### config.mk
export PLATFORM = sky130hd
export DESIGN_NAME = control_sequencer
export DESIGN_NICKNAME = d
export VERILOG_FILES = /design/src/rtl/cpu_pkg.sv /design/src/rtl/reg_field_decoder.sv /design/src/rtl/control_sequencer.sv
export SDC_FILE = /design/constraint.sdc
export NUM_CORES = 1
export LEC_CHECK = 0
export BUFFER_PORTS_ARGS = -buffer_cell sky130_fd_sc_hd__buf_2
export CAP_MARGIN = 30
export CORE_MARGIN = 4
export CORE_UTILIZATION = 35
export DETAILED_ROUTE_END_ITERATION = 6
export PLACE_DENSITY = 0.71
export SYNTH_ARGS = -nofsm -noshare
export SYNTH_HDL_FRONTEND = slang
export SYNTH_SLANG_ARGS = --single-unit
### constraint.sdc
create_clock -name clock -period 2.45 [get_ports clock]
set_input_delay 0 -clock clock [delete_from_list [all_inputs] [get_ports clock]]
set_output_delay 0 -clock clock [all_outputs]
set_load 0.02 [all_outputs]
### src/rtl/cpu_pkg.sv
// Shared definitions for the hardwired control unit: opcodes, ALU selects,
// sequencer state encoding and IR field positions.
package cpu_pkg;

  localparam int OP_MSB = 31;
  localparam int OP_LSB = 27;
  localparam int RA_MSB = 26;
  localparam int RA_LSB = 23;
  localparam int RB_MSB = 22;
  localparam int RB_LSB = 19;
  localparam int RC_MSB = 18;
  localparam int RC_LSB = 15;

  localparam logic [4:0] OP_ADD  = 5'b00000;
  localparam logic [4:0] OP_SUB  = 5'b00001;
  localparam logic [4:0] OP_AND  = 5'b00010;
  localparam logic [4:0] OP_OR   = 5'b00011;
  localparam logic [4:0] OP_SHR  = 5'b00100;
  localparam logic [4:0] OP_SHRA = 5'b00101;
  localparam logic [4:0] OP_SHL  = 5'b00110;
  localparam logic [4:0] OP_ROR  = 5'b00111;
  localparam logic [4:0] OP_ROL  = 5'b01000;
  localparam logic [4:0] OP_MUL  = 5'b01111;
  localparam logic [4:0] OP_DIV  = 5'b10000;
  localparam logic [4:0] OP_HALT = 5'b11011;

  localparam logic [3:0] ALU_ADD  = 4'd0;
  localparam logic [3:0] ALU_SUB  = 4'd1;
  localparam logic [3:0] ALU_AND  = 4'd2;
  localparam logic [3:0] ALU_OR   = 4'd3;
  localparam logic [3:0] ALU_SHL  = 4'd4;
  localparam logic [3:0] ALU_SHR  = 4'd5;
  localparam logic [3:0] ALU_SHRA = 4'd6;
  localparam logic [3:0] ALU_ROL  = 4'd7;
  localparam logic [3:0] ALU_ROR  = 4'd8;
  localparam logic [3:0] ALU_MUL  = 4'd9;
  localparam logic [3:0] ALU_DIV  = 4'd10;

  typedef enum logic [3:0] {
    S_IDLE, S_T0, S_T1, S_T1W, S_T2, S_DEC,
    S_T3, S_T4, S_T5, S_T6, S_HALT, S_FAULT
  } state_t;

  typedef struct packed {
    logic       legal;   // executable through T3..T5/T6 (HALT is not)
    logic       muldiv;  // 64-bit result, needs the T6 HI write-back
    logic [3:0] alu_op;
  } op_info_t;

  function automatic op_info_t decode_op(input logic [4:0] op);
    op_info_t info;
    info = '{legal: 1'b1, muldiv: 1'b0, alu_op: ALU_ADD};
    case (op)
      OP_ADD:  info.alu_op = ALU_ADD;
      OP_SUB:  info.alu_op = ALU_SUB;
      OP_AND:  info.alu_op = ALU_AND;
      OP_OR:   info.alu_op = ALU_OR;
      OP_SHR:  info.alu_op = ALU_SHR;
      OP_SHRA: info.alu_op = ALU_SHRA;
      OP_SHL:  info.alu_op = ALU_SHL;
      OP_ROR:  info.alu_op = ALU_ROR;
      OP_ROL:  info.alu_op = ALU_ROL;
      OP_MUL:  begin info.alu_op = ALU_MUL; info.muldiv = 1'b1; end
      OP_DIV:  begin info.alu_op = ALU_DIV; info.muldiv = 1'b1; end
      default: info.legal = 1'b0;
    endcase
    return info;
  endfunction

endpackage

### src/rtl/reg_field_decoder.sv
// Turns a 4-bit IR register field into a one-hot register strobe bus.
module reg_field_decoder #(
  parameter int NUM_REGS = 16
) (
  input  logic                en,
  input  logic [3:0]          field,
  output logic [NUM_REGS-1:0] onehot
);

  always_comb begin
    onehot = '0;
    if (en && (int'(field) < NUM_REGS)) onehot[field] = 1'b1;
  end

endmodule

### src/rtl/control_sequencer.sv
// Hardwired Moore control unit: fetch (T0-T2, T1W stall), decode, and execute
// (T3-T6) of register ALU, MUL/DIV and HALT instructions on the single-bus datapath.
module control_sequencer
  import cpu_pkg::*;
#(
  parameter int NUM_REGS  = 16,
  parameter int CNT_WIDTH = 16
) (
  input  logic                 clock,
  input  logic                 clear,
  input  logic                 run,
  input  logic                 mem_ready,
  input  logic [31:0]          ir,
  output logic [NUM_REGS-1:0]  Rin,
  output logic [NUM_REGS-1:0]  Rout,
  output logic                 PCin,
  output logic                 PCout,
  output logic                 MARin,
  output logic                 MDRin,
  output logic                 MDRout,
  output logic                 IRin,
  output logic                 Yin,
  output logic                 IncPC,
  output logic                 Read,
  output logic                 Zlowin,
  output logic                 Zhighin,
  output logic                 Zlowout,
  output logic                 Zhighout,
  output logic                 HIin,
  output logic                 LOin,
  output logic [3:0]           ALUop,
  output logic                 halted,
  output logic                 illegal,
  output logic [CNT_WIDTH-1:0] instr_count,
  output logic [3:0]           state
);

  state_t   state_q, state_d;
  op_info_t info;
  logic     retire;
  logic     rin_en, rout_en;
  logic [3:0] rout_field;
  logic     unused_ir_bits;

  assign info           = decode_op(ir[OP_MSB:OP_LSB]);
  assign unused_ir_bits = ^ir[RC_LSB-1:0];

  // NOTE: state and counter use non-blocking assignments so every register
  // samples pre-edge values; clear is synchronous, checked inside the clocked block.
  always_ff @(posedge clock) begin
    if (clear) begin
      state_q     <= S_IDLE;
      instr_count <= '0;
    end else begin
      state_q <= state_d;
      if (retire) instr_count <= instr_count + CNT_WIDTH'(1);
    end
  end

  // NOTE: every output and next-state term gets a default first so no path
  // through the case statement can infer a latch.
  always_comb begin
    state_d    = state_q;
    retire     = 1'b0;
    rin_en     = 1'b0;
    rout_en    = 1'b0;
    rout_field = ir[RB_MSB:RB_LSB];
    PCin = 1'b0; PCout = 1'b0; MARin = 1'b0; MDRin = 1'b0; MDRout = 1'b0;
    IRin = 1'b0; Yin = 1'b0; IncPC = 1'b0; Read = 1'b0;
    Zlowin = 1'b0; Zhighin = 1'b0; Zlowout = 1'b0; Zhighout = 1'b0;
    HIin = 1'b0; LOin = 1'b0;
    ALUop = ALU_ADD;

    case (state_q)
      S_IDLE: if (run) state_d = S_T0;
      S_T0: begin
        PCout = 1'b1; MARin = 1'b1; IncPC = 1'b1; Zlowin = 1'b1;
        state_d = S_T1;
      end
      S_T1: begin
        Zlowout = 1'b1; PCin = 1'b1; Read = 1'b1; MDRin = 1'b1;
        state_d = mem_ready ? S_T2 : S_T1W;
      end
      // PC was already written back in T1; only keep re-latching MDR.
      S_T1W: begin
        Read = 1'b1; MDRin = 1'b1;
        if (mem_ready) state_d = S_T2;
      end
      S_T2: begin
        MDRout = 1'b1; IRin = 1'b1;
        state_d = S_DEC;
      end
      S_DEC: begin
        if (ir[OP_MSB:OP_LSB] == OP_HALT) state_d = S_HALT;
        else if (!info.legal)             state_d = S_FAULT;
        else                              state_d = S_T3;
      end
      S_T3: begin
        rout_en = 1'b1; Yin = 1'b1;
        state_d = S_T4;
      end
      S_T4: begin
        rout_en = 1'b1; rout_field = ir[RC_MSB:RC_LSB];
        ALUop = info.alu_op; Zlowin = 1'b1; Zhighin = info.muldiv;
        state_d = S_T5;
      end
      S_T5: begin
        Zlowout = 1'b1;
        if (info.muldiv) begin
          LOin    = 1'b1;
          state_d = S_T6;
        end else begin
          rin_en  = 1'b1;
          retire  = 1'b1;
          state_d = run ? S_T0 : S_IDLE;
        end
      end
      S_T6: begin
        Zhighout = 1'b1; HIin = 1'b1; retire = 1'b1;
        state_d = run ? S_T0 : S_IDLE;
      end
      S_HALT, S_FAULT: state_d = state_q;
      default:         state_d = S_IDLE;
    endcase
  end

  reg_field_decoder #(.NUM_REGS(NUM_REGS)) u_rin_dec (
    .en(rin_en), .field(ir[RA_MSB:RA_LSB]), .onehot(Rin)
  );

  reg_field_decoder #(.NUM_REGS(NUM_REGS)) u_rout_dec (
    .en(rout_en), .field(rout_field), .onehot(Rout)
  );

  assign halted  = (state_q == S_HALT);
  assign illegal = (state_q == S_FAULT);
  assign state   = state_q;

endmodule

# --- Word-level counts from Yosys, hierarchy flattened ---
# Cells that the tools add are included.
classes:
  addsub: 1
  order_cmp: 4
  n_eq_ne: 24
  mux: 34
  bitwise: 1
  reduce_logical: 12
op_table:
  columns: ["cell", "count"]
  rows:
  - ["$pmux W4 S11", 1]
  - ["$pmux W4 S10", 1]
  - ["$mux W16", 2]
  - ["$mux W4", 7]
  - ["$eq A5 B3 Y1 const B", 4]
  - ["$mux W1", 19]
  - ["$add A16 B1 Y16 const B", 1]
  - ["$eq A4 B3 Y1 const B", 4]
  - ["$eq A4 B4 Y1 const B", 4]
  - ["$reduce_or A2 Y1", 6]
  - ["$reduce_or A11 Y1", 1]
  - ["$eq A5 B2 Y1 const B", 2]
  - ["$eq A5 B4 Y1 const B", 2]
  - ["$eq A5 B5 Y1 const B", 2]
  - ["$lt A4 B5 Y1 const B", 2]
  - ["$demux W1 S4", 2]
  - ["$eq A4 B2 Y1 const B", 2]
  - ["$ge A4 B1 Y1 const B", 2]
  - ["$eq A5 B1 Y1 const B", 1]
  - ["$logic_not A5 Y1", 1]
  - ["$eq A4 B1 Y1 const B", 1]
  - ["$logic_not A4 Y1", 1]
  - ["$ne A2 B2 Y1 const B", 2]
  - ["$mux W3", 1]
  - ["other kinds (4)", 5]
word_totals:
  ff_bits: 20
  inputBits: 36
  out_inout_bits: 73
  word_cells: 78

# --- Longest topological paths before layout ---
# Gate-level depths: netlist (run 1).
depth:
  depth_word: 7
  ltp_mapped: 7

# --- By module ---
# From an unflattened synthesis (run 1), not the netlist that was laid out.
hier_totals:
  cells_unflattened: 254
  hier_area_um2: 1856.8
by_module_without_submodules:
  columns: ["module", "instances", "cells_each", "area_each_um2"]
  rows:
  - ["control_sequencer", 1, 208, 1621.6]
  - ["reg_field_decoder", 2, 23, 117.6]

# --- Worst setup path after synthesis (run 1) ---
# OpenSTA, ideal clock, no wires.
synth_timing:
  path_kind: "register -> output"
  start: "reg state_q[2] (netlist: state[2])"
  end: "out Rin[8]"
  arrival_ps: 1762
  t_required_ps: 2450
  slack_ps: 688
  path_stages_with_launch: 6
  path_cell_list: "dfxtp_1 -> buf_2 -> or2_2 -> nor2_1 -> nand4b_1 -> nor3_1"
synth_via:
  elab_chain_cells: 3
synth_rtl:
  columns: ["element", "line", "text"]
  rows:
  - ["start, declared", "control_sequencer.sv:38", "state_t state_q, state_d;"]
  - ["start signal, assigned", "control_sequencer.sv:55", "state_q <= state_d;"]
  - ["$eq A4 B4 Y1", "control_sequencer.sv:74", "case (state_q)"]
  - ["$mux W1", "control_sequencer.sv:74", null]
  - ["$mux W16", "reg_field_decoder.sv:12", "if (en && (int'(field) < NUM_REGS)) onehot[field] = 1'b1;"]
  - ["end, declared", "control_sequencer.sv:14", "output logic [NUM_REGS-1:0] Rin,"]
# No other way between the ends.

# --- Worst setup path in the final report (run 1) ---
layout_timing:
  start: "reg state_q[1] (netlist: state[1])"
  end: "out Rout[7]"
layout_via:
  elab_chain_cells: 7
layout_rtl:
  columns: ["element", "line", "text"]
  rows:
  - ["$eq A4 B3 Y1", "control_sequencer.sv:74", null]
  - ["$mux W4", "control_sequencer.sv:74", null]
  - ["$lt A4 B5 Y1 (not written as such) / $ge A4 B1 Y1 (equally long branches)", "reg_field_decoder.sv:12", null]
  - ["$logic_and A1 B1 Y1 (not written as such)", "reg_field_decoder.sv:12", null]
  - ["$mux W1 (not written as such)", "reg_field_decoder.sv:12", null]
  - ["$demux W1 S4", null, null]
  - ["$mux W16 (*)", "reg_field_decoder.sv:12", null]
  - ["end, declared", "control_sequencer.sv:15", "output logic [NUM_REGS-1:0] Rout,"]
# Mark *: on every way between the ends. The rest lies on a longest branch, timed or not.

==> results of run 1 <==
registers in the layout, summed over array words and instances (netlist names):
| signal | count |
|---|---|
| state | 4 |
| instr_count | 16 |
power by group through the flow:
| stage | Clock (mW) | Sequential (mW) | Combinational, mW |
|---|---|---|---|
| final | 0.251 | 0.345 | 0.255 |
| after global routing | 0.270 | 0.347 | 0.282 |
| after CTS | 0.254 | 0.345 | 0.255 |
| after detailed placement | 0 | 0.353 | 0.254 |
| after global placement | 0 | 0.352 | 0.251 |
| after floorplan | 0 | 0.353 | 0.197 |
critical path, delay by kind of cell, from the launching register on:
kind | cells | cell delay, ns
AO/OA/AOI/OAI | 1 | 0.36
flip-flops | 1 | 0.56
buffers and inverters | 3 | 0.61
AND/OR/NAND/NOR | 2 | 0.18
metrics by stage:
stage	area (sq um)	cells	setup WS, ns	power, mW
final	2320	409	0.471	0.851
after global routing	2320	409	0.270	0.899
after CTS	2320	409	0.464	0.854
after detailed placement	2270	405	0.529	0.607
after global placement	2270	405	0.596	0.603
after floorplan	1840	260	0.688	0.550
synth_stat cells (2+ instances only):
master and count:
nor2_1 47, a21oi_1 25, dfxtp_1 20, nor3_1 15, nand2_1 14, nand2b_1 12
nand3_1 10, o21ai_0 10, o31ai_1 9, or4_1 9, or3_1 7, buf_2 6
buf_4 6, inv_1 6, clkbuf_1 5, nand4_1 5, a31oi_1 4, buf_6 4
nand3b_1 4, nand4b_1 4, nor2b_1 4, mux2i_1 3, a21boi_0 2, and4_1 2
nor3b_1 2, xor2_1 2
cell families (layout without fill, tap and decap cells):
family                   Yosys count  count (layout)  synth area share
flip-flops                        20              20             0.218
buffers and inverters             28             107            0.0960
AO/OA/AOI/OAI                     60              60             0.214
adder cells (fa/ha/maj)            1               1           0.00681
AND/OR/NAND/NOR                  144             144             0.428
XOR/XNOR                           3               3            0.0143
multiplexers                       4               4            0.0225
cell type report:
| type | instances | area share |
|---|---|---|
| Tap cell | 70 | 0.0377 |
| Clock buffer | 4 | 0.0237 |
| Sequential cell | 20 | 0.173 |
| Timing Repair Buffer | 97 | 0.213 |
| Multi-Input combinational cell | 212 | 0.543 |
| Inverter | 6 | 0.00970 |
metal layers:
layer  track usage  vias to the layer above  routed length, um
met3        0.0291                        6                413
met1         0.190                      955               2290
li1              -                     1106                  -
met2         0.265                       66               2450
met5             0                        -                  0
met4        0.0355                        0                 48
worst paths after layout:
check	endpoint	slack (ns)	depth (start not counted)
max	Rout[7]	0.47	6
min	state[1]	0.1	4
max reg2reg	instr_count[8]	0.53	4
min reg2reg	instr_count[14]	0.50	2
==> impl_metrics.sql, run 1 <==
INSERT INTO impl_metrics (metric_group, metric, value, unit) VALUES
('run_status', 'run_status', 'finished, final reports clean', ''),
('clock_tree', 'clock_path_buffers', '2', ''),
('sta', 'setup_tns', '0', 'ns'),
('power_and_ir_drop', 'cellInternalPower', '565', 'uW'),
('routing', 'drt_iter0_drc', '143', ''),
('global_route', 'grt_use_total', '0.151', ''),
('global_route', 'first_global_vias', '1866', ''),
('cells_and_area', 'post_route_cells_drive_above_1_share', '0.322', ''),
('clock_tree', 'clkSlewWorstSetupHoldPaths', '0.07', 'ns'),
('die', 'core-area', '5110', 'sq um'),
('logic_synthesis', 'synth_warnings', '0', ''),
('logic_synthesis', 'unique_masters_post_synth', '49', ''),
('clock_tree', 'cts_htree_levels', '1', ''),
('cells_and_area', 'post-route-util', '0.454', ''),
('routing', 'vias', '2133', ''),
('logic_synthesis', 'synth.ff_latch_count', '20', ''),
('power_and_ir_drop', 'fraction_of_power_spent_switching_nets', '0.336', ''),
('cells_and_area', 'flow.area_growth_from_synthesis', '26.4', '%'),
('global_route', 'initial_antenna_violation_count', '0', ''),
('die', 'die_y', '80.4', 'um'),
('logic_synthesis', 'synthesis.nets', '297', ''),
('clock_tree', 'cts_tree', 'built', ''),
('sta', 'finClkSkew', '0.00195', 'ns'),
('cells_and_area', 'layout.cells.most_common_list', '93 x buf_2, 47 x nor2_1, 25 x a21oi_1, 20 x dfxtp_1, 15 x nor3_1', ''),
('clock_tree', 'numCtsBuffers', '3', ''),
('logic_synthesis', 'synth_area', '1840', 'sq um'),
('routing', 'antenna_violating_nets_post_route', '0', ''),
('global_route', 'globalRoute.totalOverflow', '0', ''),
('cells_and_area', 'layout_commonest_cell', 'buf_2', ''),
('logic_synthesis', 'synth_flop_cell', 'dfxtp_1', ''),
('clock_tree', 'clock_sinks', '20', ''),
('setup_path', 'crit_path_frequent_cell', 'buf_4', ''),
('setup_path', 'crit_path_start_kind', 'register', ''),
('power_and_ir_drop', 'leakagePower', '1.03', 'nW'),
('setup_path', 'timing.critical_path.cells', 'buf_4 > nand4b_1 > buf_4 > a31oi_1 > nor2_1 > buf_2', ''),
('logic_synthesis', 'synth_area_leader_cell', 'dfxtp_1', ''),
('power_and_ir_drop', 'netSwitchingPower', '286', 'uW'),
('cells_and_area', 'area_of_the_multi_input_gates', '1260', 'sq um'),
('logic_synthesis', 'synth-edff-count', '0', ''),
('setup_path', 'max_stage_delay', '0.56', 'ns'),
('setup_path', 'critical-path-slowest-cell', 'dfxtp_1', ''),
('die', 'design.portCount', '109', ''),
('setup_path', 'cp-startpoint', 'state[1]', ''),
('sta', 'clock.fmax', '0.505', 'GHz'),
('sta', 'final_hold_viol_count', '0', ''),
('power_and_ir_drop', 'power.combinational.fraction', '0.299', ''),
('sta', 'final_min_period_over_clock_period', '0.808', ''),
('power_and_ir_drop', 'seq_power_share', '0.406', ''),
('power_and_ir_drop', 'largest_vdd_supply_drop', '0.330', 'mV'),
('setup_path', 'kind_of_critical_path', 'reg2out', ''),
('sta', 'holdWs', '0.0980', 'ns'),
('logic_synthesis', 'post_synth_main_area_contributors', 'dfxtp_1 22%, nor2_1 9.6%, a21oi_1 6.8%', ''),
('logic_synthesis', 'synthCells', '260', ''),
('routing', 'post_detailed_route_drc_marker_count', '0', ''),
('die', 'die-width', '80.4', 'um'),
('routing', 'route.detailed.vias_per_inst', '5.22', ''),
('hold_path', 'min-delay-start', 'mem_ready', ''),
('routing', 'route.final.wire_length', '5200', 'um'),
('sta', 'tightestPinTransition', '0.777', 'ns'),
('power_and_ir_drop', 'pwr-share-clk', '0.295', ''),
('setup_path', 'r2r-start', 'state[2]', ''),
('global_route', 'pin_count_of_the_biggest_net_entering_global_routing', '21', ''),
('logic_synthesis', 'synth_sequential_area_ratio', '0.218', ''),
('setup_path', 'critPathRequiredTime', '2.45', 'ns'),
('setup_path', 'endpoint_kind', 'output pin', ''),
('hold_path', 'hold_path_class', 'in2reg', ''),
('die', 'num_rows', '26', ''),
('placed_design', 'place_congestion', '0.831', ''),
('logic_synthesis', 'yosysTopAreaCellShare', '0.218', ''),
('clock_tree', 'cts.repair.resized', '0', ''),
('routing', 'route.detailed.wl_per_inst', '12.7', 'um');
No activity file was read; power rests on OpenSTA's default activity.
==> run 2: changes to the inputs <==
--- a/config.mk
+++ b/config.mk
@@ -10,7 +10,7 @@
 export CORE_MARGIN = 4
 export CORE_UTILIZATION = 35
 export DETAILED_ROUTE_END_ITERATION = 6
-export PLACE_DENSITY = 0.71
+export PLACE_DENSITY = 0.73
 export SYNTH_ARGS = -nofsm -noshare
 export SYNTH_HDL_FRONTEND = slang
 export SYNTH_SLANG_ARGS = --single-unit
==> constraint.sdc (replaced) <==
create_clock -name clock -period 1.73 [get_ports clock]
set_input_delay 0 -clock clock [delete_from_list [all_inputs] [get_ports clock]]
set_output_delay 0 -clock clock [all_outputs]
set_load 0.02 [all_outputs]
==> run 2 against run 1 <==
Net effect: the run now ends with setup timing left; utilization grew 9.9 points; power increased by 58%; combinational power rose by 95%; register-to-register slack got worse by 0.54 ns; hold slack gained 0.015 ns; clock skew grew 0.0027 ns; clock power is 41% higher; worst setup slack lost 0.48 ns; wire length rose by 18%; via count increased by 11%; first-iteration DRC count decreased by 16%; critical path type is now reg2reg; critical endpoint is now instr_count[10]; highest routed layer unchanged.
==> impl_metrics.sql, run 2 (synthesized netlist as in run 1, its figures left out) <==
INSERT INTO impl_metrics (metric_group, metric, value, unit) VALUES
('cells_and_area', 'antennaDiodeCount', '0', ''),
('die', 'core-area', '5110', 'sq um'),
('power_and_ir_drop', 'overall_power_after_layout', '1.34', 'mW'),
('global_route', 'grt_pass1_wl', '8910', 'um'),
('setup_path', 'cp_num_buf_inv', '1', ''),
('clock_tree', 'worstSkewPairLatency', '0.26', 'ns'),
('die', 'design.portCount', '109', ''),
('sta', 'finClkSkew', '0.00462', 'ns'),
('routing', 'number_of_detailed_routing_iterations_run_before_antenna_repair', '4', ''),
('sta', 'timing.final.setup_violations', '2', ''),
('placed_design', 'place_congestion', '0.851', ''),
('die', 'initial_core_util', '0.360', ''),
('global_route', 'initial_antenna_violation_count', '0', ''),
('setup_path', 'path_max_fanout', '8', ''),
('cells_and_area', 'largest_register_ff_count', '16', ''),
('cells_and_area', 'filler_cell_count', '481', ''),
('clock_tree', 'clock_sinks', '20', ''),
('sta', 'clock.fmax', '0.575', 'GHz'),
('global_route', 'globalRoute.totalOverflow', '0', ''),
('setup_path', 'cp-startpoint', 'state[1]', ''),
('clock_tree', 'clkSlewWorstSetupHoldPaths', '0.08', 'ns'),
('die', 'die-width', '80.4', 'um'),
('sta', 'final_min_period_over_clock_period', '1.01', ''),
('setup_path', 'critPathCapture', 'instr_count[10]', ''),
('cells_and_area', 'flow.area_growth_from_synthesis', '54.0', '%'),
('routing', 'post_detailed_route_drc_marker_count', '0', ''),
('sta', 'rsz0062_at_grt', 'true', ''),
('cells_and_area', 'layout.cells.most_common_list', '76 x buf_2, 44 x buf_4, 42 x nor2_1, 20 x a21oi_1, 16 x dfxtp_1', ''),
('sta', 'drv_slew', '0', ''),
('die', 'num_rows', '26', ''),
('clock_tree', 'clock_path_buffers', '2', ''),
('global_route', 'grt_use_total', '0.163', ''),
('global_route', 'first_global_vias', '1983', ''),
('cells_and_area', 'area_of_the_multi_input_gates', '1430', 'sq um'),
('setup_path', 'kind_of_critical_path', 'reg2reg', ''),
('setup_path', 'worst_ep_arrival_time', '1.93', 'ns'),
('power_and_ir_drop', 'power_density', '474', 'nW/um^2'),
('cells_and_area', 'post-route-util', '0.554', ''),
('setup_path', 'endpoint_kind', 'register', ''),
('clock_tree', 'cts_htree_levels', '1', ''),
('setup_path', 'crit-reg2reg-capture', 'instr_count[10]', ''),
('routing', 'route.detailed.vias_per_inst', '5.40', ''),
('die', 'die_y', '80.4', 'um'),
('cells_and_area', 'regMostFlops', 'instr_count', ''),
('cells_and_area', 'final_layout_net_count', '406', ''),
('clock_tree', 'numCtsBuffers', '3', ''),
('routing', 'vias', '2367', ''),
('run_status', 'failed_checks', 'setup timing', ''),
('placed_design', 'place_ws', '0.0410', 'ns'),
('setup_path', 'max_stage_delay', '0.57', 'ns'),
('cells_and_area', 'post_route_cells_drive_above_1_share', '0.470', ''),
('setup_path', 'timing.reg2reg.setup_slack', '-0.01', 'ns'),
('setup_path', 'crit_path_start_kind', 'register', ''),
('sta', 'tightestPinTransition', '0.434', 'ns'),
('routing', 'drt_iter0_drc', '120', ''),
('sta', 'fin_crit', '1.74', 'ns'),
('setup_path', 'timing.critical_path.cells', 'buf_6 > nor3b_4 > o221ai_4 > or4_1 > a21oi_2', ''),
('clock_tree', 'cts_tree', 'built', ''),
('flow_run', 'cap_violations', '0', ''),
('placed_design', 'place.port_buffers', '93', ''),
('power_and_ir_drop', 'leakagePower', '1.24', 'nW'),
('setup_path', 'critPathRequiredTime', '1.92', 'ns'),
('sta', 'holdWs', '0.113', 'ns'),
('placed_design', 'detailedPlacementHpwl', '4430', 'um'),
('cells_and_area', 'layout_commonest_cell', 'buf_2', ''),
('run_status', 'run_status', 'finished, violations left', ''),
('routing', 'route.final.wire_length', '6120', 'um'),
('sta', 'worst_slew_margin_relative_to_its_limit', '0.711', ''),
('sta', 'setup_ws', '-0.0106', 'ns'),
('hold_path', 'hold_path_class', 'in2reg', ''),
('setup_path', 'critical-path-slowest-cell', 'or4_1', ''),
('setup_path', 'worst-path-stages', '5', ''),
('die', 'die_area', '6470', 'sq um'),
('setup_path', 'timing.reg2reg.worst_path_depth', '5', ''),
('power_and_ir_drop', 'largest_vdd_supply_drop', '0.464', 'mV'),
('cells_and_area', 'regArea', '415', 'sq um'),
('clock_tree', 'cts_root_buffer', 'clkbuf_8', ''),
('setup_path', 'critical-path-top-delay-family', 'simple AND/OR/NAND/NOR gates', ''),
('global_route', 'pin_count_of_the_biggest_net_entering_global_routing', '21', ''),
('routing', 'route.detailed.wl_per_inst', '14.0', 'um'),
('sta', 'final_hold_viol_count', '0', ''),
('routing', 'antenna_violating_nets_post_route', '0', ''),
('setup_path', 'r2r-start', 'state[1]', '');
run 2: changes by cell type in the layout (fill, tap and decap cells not counted), moves of 4 or more:
cell	previous run	this run
buf_2	93	76
nor3_1	15	11
dfxtp_1	20	16
a21oi_1	25	20
buf_4	4	44
nor3_2	1	5
a21oi_2	0	5
dfxtp_4	0	4
nor2_1	47	42
run 2: power breakdown:
part	internal [mW]	switching, mW
Sequential	0.470	0.0191
Combinational	0.216	0.281
Clock	0.202	0.152
Total	0.889	0.452
run 2: worst min-delay path by stage:
stage | startpoint | to | slack (ns) | cells after the start
after floorplan | ir[24] | Rin[0] | 0.05 | 1
after global placement | ir[31] | ALUop[2] | 0.35 | 3
after detailed placement | ir[31] | ALUop[0] | 0.35 | 3
after CTS | mem_ready | state[1] | 0.11 | 4
after global routing | clear | instr_count[0] | 0.17 | 2
final | mem_ready | state[1] | 0.11 | 4
run 2: final cells by class:
class                           instances  share of cell area
Clock buffer                            4              0.0195
Tap cell                               70              0.0310
Multi-Input combinational cell        212               0.505
Inverter                                6             0.00796
Timing Repair Buffer                  126               0.289
Sequential cell                        20               0.147
run 2: tightest hold or removal path: cells and delay by family:
family | cells | cell delay (ns)
AND/OR/NAND/NOR | 2 | 0.16
buffers and inverters | 1 | 0.10
AO/OA/AOI/OAI | 1 | 0.07
run 2: metal layers:
| layer | part of all wire | track usage | wire (um) |
|---|---|---|---|
| met5 | 0 | 0 | 0 |
| met4 | 0.014 | 0.0304 | 88 |
| met3 | 0.072 | 0.0325 | 442 |
| met2 | 0.50 | 0.296 | 3050 |
| met1 | 0.42 | 0.200 | 2540 |
run 2: repair_timing:
action | CTS | global route
cloned | 0 | 2
hold buffers | 0 | 0
pin swaps | 3 | 28
setup buffers | 2 | 5
gates resized for setup | 16 | 45
endpoints found under the hold margin | 0 | 0
setup endpoints to repair | 38 | 46
run 2: through the flow:
step,instance area (sq um),instances,setup TNS [ns]
global route,2830,438,-0.627
CTS,2560,431,0
floorplan,1860,260,0
finish,2830,438,-0.0203
global placement,2450,425,0
detailed placement,2450,425,0
